--- config.mk ---
export PLATFORM = sky130hd
export DESIGN_NAME = prga
export DESIGN_NICKNAME = d
export VERILOG_FILES = /design/src/rtl/prga.sv
export SDC_FILE = /design/constraint.sdc
export NUM_CORES = 1
export LEC_CHECK = 0
export ABC_AREA = 1
export ABC_CLOCK_PERIOD_IN_PS = 2300
export CELL_PAD_IN_SITES_DETAIL_PLACEMENT = 0
export CELL_PAD_IN_SITES_GLOBAL_PLACEMENT = 1
export CORE_UTILIZATION = 35
export DETAILED_ROUTE_END_ITERATION = 8
export GPL_TIMING_DRIVEN = 0
export PLACE_DENSITY = 0.78
export RECOVER_POWER = 100
export SYNTH_ARGS = -nofsm -noshare
export SYNTH_HDL_FRONTEND = slang
export SYNTH_SLANG_ARGS = --single-unit
--- constraint.sdc ---
create_clock -name clk -period 2.3 [get_ports clk]
set_clock_uncertainty 0.15 [all_clocks]
set_input_delay 0.46 -clock clk [delete_from_list [all_inputs] [get_ports clk]]
set_output_delay 0.46 -clock clk [all_outputs]
set_load 0.02 [all_outputs]
--- src/rtl/prga.sv ---
// -----------------------------------------------------------------------------
// prga -- ARC4 pseudo-random generation stage.
//
// Works on the key-scheduled permutation S (256x8 RAM, left in place by ksa),
// reads a length-prefixed ciphertext from CT, produces the keystream, XORs it
// with the ciphertext and writes a length-prefixed plaintext to PT.
// A run is started with en while rdy=1; rdy drops for the whole run and comes
// back in the cycle after the last PT write.
//
// Ports
//   clk        in   1  system clock, all state changes on posedge
//   rst_n      in   1  synchronous active-low reset
//   en         in   1  start request, sampled only while rdy=1
//   rdy        out  1  idle and able to accept en
//   s_addr     out  8  S RAM address
//   s_rddata   in   8  S RAM read data (1-cycle latency)
//   s_wrdata   out  8  S RAM write data
//   s_wren     out  1  S RAM write enable
//   ct_addr    out  8  CT RAM address
//   ct_rddata  in   8  CT RAM read data (1-cycle latency)
//   pt_addr    out  8  PT RAM address
//   pt_rddata  in   8  PT RAM read data (not used by this stage)
//   pt_wrdata  out  8  PT RAM write data
//   pt_wren    out  1  PT RAM write enable
// -----------------------------------------------------------------------------
module prga (
  input  logic       clk,
  input  logic       rst_n,
  input  logic       en,
  output logic       rdy,
  output logic [7:0] s_addr,
  input  logic [7:0] s_rddata,
  output logic [7:0] s_wrdata,
  output logic       s_wren,
  output logic [7:0] ct_addr,
  input  logic [7:0] ct_rddata,
  output logic [7:0] pt_addr,
  input  logic [7:0] pt_rddata,
  output logic [7:0] pt_wrdata,
  output logic       pt_wren
);

  typedef enum logic [3:0] {
    IDLE    = 4'd0,
    RD_LEN  = 4'd1,
    GET_LEN = 4'd2,
    RD_SI   = 4'd3,
    GET_SI  = 4'd4,
    GET_SJ  = 4'd5,
    WR_SJ   = 4'd6,
    RD_PAD  = 4'd7,
    WR_PT   = 4'd8
  } state_t;

  state_t     state_q, state_d;
  logic [7:0] i_q, i_d;
  logic [7:0] j_q, j_d;
  logic [7:0] k_q, k_d;
  logic [7:0] len_q, len_d;
  logic [7:0] si_q, si_d;
  logic [7:0] sj_q, sj_d;

  // PT read port exists only so every memory has the same interface.
  logic unused_pt_rd;
  assign unused_pt_rd = ^pt_rddata;

  always_ff @(posedge clk) begin
    if (!rst_n) begin
      state_q <= IDLE;
      i_q     <= 8'd0;
      j_q     <= 8'd0;
      k_q     <= 8'd0;
      len_q   <= 8'd0;
      si_q    <= 8'd0;
      sj_q    <= 8'd0;
    end else begin
      state_q <= state_d;
      i_q     <= i_d;
      j_q     <= j_d;
      k_q     <= k_d;
      len_q   <= len_d;
      si_q    <= si_d;
      sj_q    <= sj_d;
    end
  end

  always_comb begin
    state_d   = state_q;
    i_d       = i_q;
    j_d       = j_q;
    k_d       = k_q;
    len_d     = len_q;
    si_d      = si_q;
    sj_d      = sj_q;
    rdy       = 1'b0;
    s_addr    = 8'd0;
    s_wrdata  = 8'd0;
    s_wren    = 1'b0;
    ct_addr   = 8'd0;
    pt_addr   = 8'd0;
    pt_wrdata = 8'd0;
    pt_wren   = 1'b0;

    case (state_q)
      IDLE: begin
        rdy = 1'b1;
        if (en) state_d = RD_LEN;
      end

      RD_LEN: begin
        ct_addr = 8'd0;
        i_d     = 8'd0;
        j_d     = 8'd0;
        k_d     = 8'd1;
        state_d = GET_LEN;
      end

      // Length byte is copied straight through to pt[0].
      GET_LEN: begin
        len_d     = ct_rddata;
        pt_addr   = 8'd0;
        pt_wrdata = ct_rddata;
        pt_wren   = 1'b1;
        state_d   = (ct_rddata == 8'd0) ? IDLE : RD_SI;
      end

      RD_SI: begin
        i_d     = i_q + 8'd1;
        s_addr  = i_q + 8'd1;
        state_d = GET_SI;
      end

      // Address S[j+S[i]] with the updated j in the same cycle to save a state.
      GET_SI: begin
        si_d    = s_rddata;
        j_d     = j_q + s_rddata;
        s_addr  = j_q + s_rddata;
        state_d = GET_SJ;
      end

      // Swap, first half: S[i] <= S[j].
      GET_SJ: begin
        sj_d     = s_rddata;
        s_addr   = i_q;
        s_wrdata = s_rddata;
        s_wren   = 1'b1;
        state_d  = WR_SJ;
      end

      // Swap, second half: S[j] <= old S[i]. When i==j both writes hit the
      // same word with the same value, so S is left unchanged.
      WR_SJ: begin
        s_addr   = j_q;
        s_wrdata = si_q;
        s_wren   = 1'b1;
        ct_addr  = k_q;
        state_d  = RD_PAD;
      end

      RD_PAD: begin
        s_addr  = si_q + sj_q;
        ct_addr = k_q;
        state_d = WR_PT;
      end

      // k is compared before incrementing so L=255 ends without wrapping k.
      WR_PT: begin
        pt_addr   = k_q;
        pt_wrdata = s_rddata ^ ct_rddata;
        pt_wren   = 1'b1;
        if (k_q == len_q) begin
          state_d = IDLE;
        end else begin
          k_d     = k_q + 8'd1;
          state_d = RD_SI;
        end
      end

      default: state_d = IDLE;
    endcase
  end

endmodule
==> results.cfg <==
[synthesis]
synth_nets = 564
yosysSeqAreaShare = 0.303
synth_area_per_cell_sq_um = 6.62
synth_area_sq_um = 3430
ys.flop_type = dfxtp_1
synth_warnings = 0
synthArstFlopShare = 0
synth.distinct_cells = 40
ys_seq_elements = 52
netlist_instances = 519
synth_enable_flop_cells = 0

[power]
ir_drop_mv = 0.279
cellPowerDensity_nw_per_um2 = 441
p_leak_nw = 2.18
power_mw = 2.23

[floorplan]
fp.dieArea_sq_um = 10200
rows = 35
design.core.area_sq_um = 9370
die_y_um = 101
die_w_um = 101
start_util = 0.366
design.portCount = 70

[cells_and_area]
synthToLayoutAreaGrowth_pct = 47.3
final_net_count = 675
drive_above_1_share = 0.315
finalNonFillerCells = 760
final_util = 0.540
diodes = 0

[clock_tree]
cts_buffers = 5
cts_tree = done
h-tree-depth = 2
cts_root_buf = clkbuf_8
clk_path_buf_depth = 2
clk_pin_slew_ns = 0.10
insertion_delay_ns = 0.31
cts.sinks = 52

[worst_setup_path]
worst-path-max-fanout = 3
crit_slowest_cell = fa_2
cp_num_buf_inv = 1
path_delay_family = adder cells
critPathKind = reg -> out
worstPathCellList = ha_4 -> fa_2 -> nand3_2 -> nand2_2 -> nand3_2 -> nand2_2 -> a21oi_2 -> o21ai_1 -> nand3_1 -> buf_6
timing.rr.start = k_q[0]$_SDFFE_PN0P_
end_kind = output pin
critPathLaunchType = flop
worstPathRequired_ns = 1.69
critPathMaxStageDelay_ns = 0.41
cp-startpoint = si_q[0]$_SDFFE_PN0P_
worstPathArrival_ns = 1.96

[drt]
vias_per_cell = 5.00
initialDrtViolationCount = 165
drc_errors = 0
routedWlPerCell_um = 15.0
ant_nets = 0
wirelength_mm = 11.4
first_pass_iters = 5
vias = 3803

[global_route]
grt_util_all_layers = 0.215
overflow = 0
grt_max_degree = 16
grt_pass1_wl_mm = 17.0
antenna_found_initial = 0
grt_pass1_vias = 3342

[place]
place_inst = 709
gp_congestion = 0.886
io_buffers = 61
hpwl_mm = 8.21

[min_path]
worstHoldStart = s_rddata[0]
hold_path.class = in -> reg

[status]
violations = negative setup slack
status = finished with violations

[sta]
slew_viol_final = 0
worst_pin_slew_ns = 0.631
finalCritPeriodShare = 1.12
setup_viol = 22
finalHoldViolCount = 0
tns_ns = -2.37
slew_headroom = 0.579
holdWs_ns = 0.331
rsz0062_at_grt = yes
fin_crit_ns = 2.57
setup_ws_ns = -0.271
max_freq_mhz = 389

[job]
cap_violations = 0
[stage by stage]
step | instance area (sq um) | worst slack, ns
6_report | 5060 | -0.271
5_1_grt | 5060 | -0.387
4_1_cts | 4520 | -0.306
3_5_place_dp | 4230 | -1.30
3_3_place_gp | 4230 | -1.30
2_1_floorplan | 3460 | 0.0370
[synth_stat cells (2+ instances only)]
master	instances	area share
buf_2	4	0.0058
fa_1	2	0.012
nor3_1	4	0.0058
nand4_1	10	0.018
nor2_1	61	0.067
o211ai_1	2	0.0044
o21ai_0	30	0.044
clkbuf_1	5	0.0055
o21a_1	2	0.0044
nand3_1	32	0.047
xor2_1	5	0.013
o21ai_2	2	0.0051
nor2_4	4	0.013
nand3b_1	3	0.0066
nand2_2	3	0.0055
a21oi_2	4	0.010
or2_2	2	0.0036
ha_1	16	0.058
buf_4	3	0.0066
xnor2_1	13	0.033
inv_1	38	0.042
inv_2	10	0.011
nor3b_1	2	0.0044
dfxtp_1	52	0.30
a21oi_1	52	0.076
nand2_1	144	0.16
[worst paths after layout]
check                                 end  slack (ns)  cells after the start
setup / recovery                s_addr[6]       -0.27                     10
hold / removal       si_q[0]$_SDFFE_PN0P_        0.33                      3
setup reg to reg  state_q[1]$_SDFFE_PN0P_        0.30                      9
hold reg to reg     len_q[0]$_SDFFE_PN0N_        0.33                      2
[power by group]
part	switching [mW]	total (mW)	internal [mW]
sequential	0.0623	1.01	0.945
clock	0.318	0.564	0.246
combinational	0.405	0.660	0.255
total	0.786	2.23	1.45
[repair_timing]
item / 4_1_cts / 5_1_grt
setup endpoints to repair: 44 / 33
hold buffers: 0 / 0
buffers inserted: 11 / 29
gates cloned: 0 / 3
pin swaps: 18 / 30
gates resized for setup: 211 / 121
[registers in the layout, summed over array words and instances (netlist names)]
signal	cells
state_q	4
i_q	8
len_q	8
sj_q	8
si_q	8
j_q	8
k_q	8
[routing by layer]
| metal | GRT usage | vias to the layer above | part of all wire |
|---|---|---|---|
| li1 | - | 1920 | - |
| met1 | 0.298 | 1790 | 0.47 |
| met2 | 0.358 | 84 | 0.49 |
| met3 | 0.0291 | 9 | 0.037 |
| met4 | 0.0368 | 0 | 0.0076 |
| met5 | 0 | - | 0 |
[placed cells by master (no fill, tap or decap), types with 6 or more instances in the layout]
master	synthesis	layout
a21oi_2	4	8
ha_4	0	11
clkdlybuf4s15_1	0	6
nand4_1	10	10
nand2_1	144	117
a21oi_1	52	48
clkbuf_1	5	9
inv_1	38	37
o21ai_0	30	25
nor2_4	4	7
buf_6	1	13
xnor2_1	13	13
dfxtp_2	0	14
nor2_1	61	57
clkbuf_2	1	7
nand3_2	1	6
dfxtp_1	52	35
buf_4	3	39
nand3_1	32	26
buf_2	4	15
dlygate4sd2_1	0	9
clkbuf_8	0	6
nand2_2	3	19
clkdlybuf4s50_1	0	9
nand2_4	0	9
[cell type report]
cell class / instances / area (sq um)
Clock inverter: 1 / 7.51
Timing Repair Buffer: 103 / 897
Multi-Input combinational cell: 404 / 2510
Tap cell: 129 / 161
Clock buffer: 7 / 86.3
Fill cell: 956 / 4310
Timing Repair inverter: 1 / 5.00
Inverter: 48 / 203
Sequential cell: 52 / 1070
Buffer: 15 / 115
[worst min-delay path: stages]
cell    delay (ns)
buf_4         0.14
nor2_1        0.06
nor2_1        0.09
[cells by family after synthesis]
logic type | Yosys count | synth area share
simple gates | 270 | 0.345
xor+xnor | 18 | 0.0459
flops | 52 | 0.303
buf+inv | 63 | 0.0761
compound gates | 98 | 0.160
fa+ha+maj | 18 | 0.0699
No activity file was read; power rests on OpenSTA's default activity.
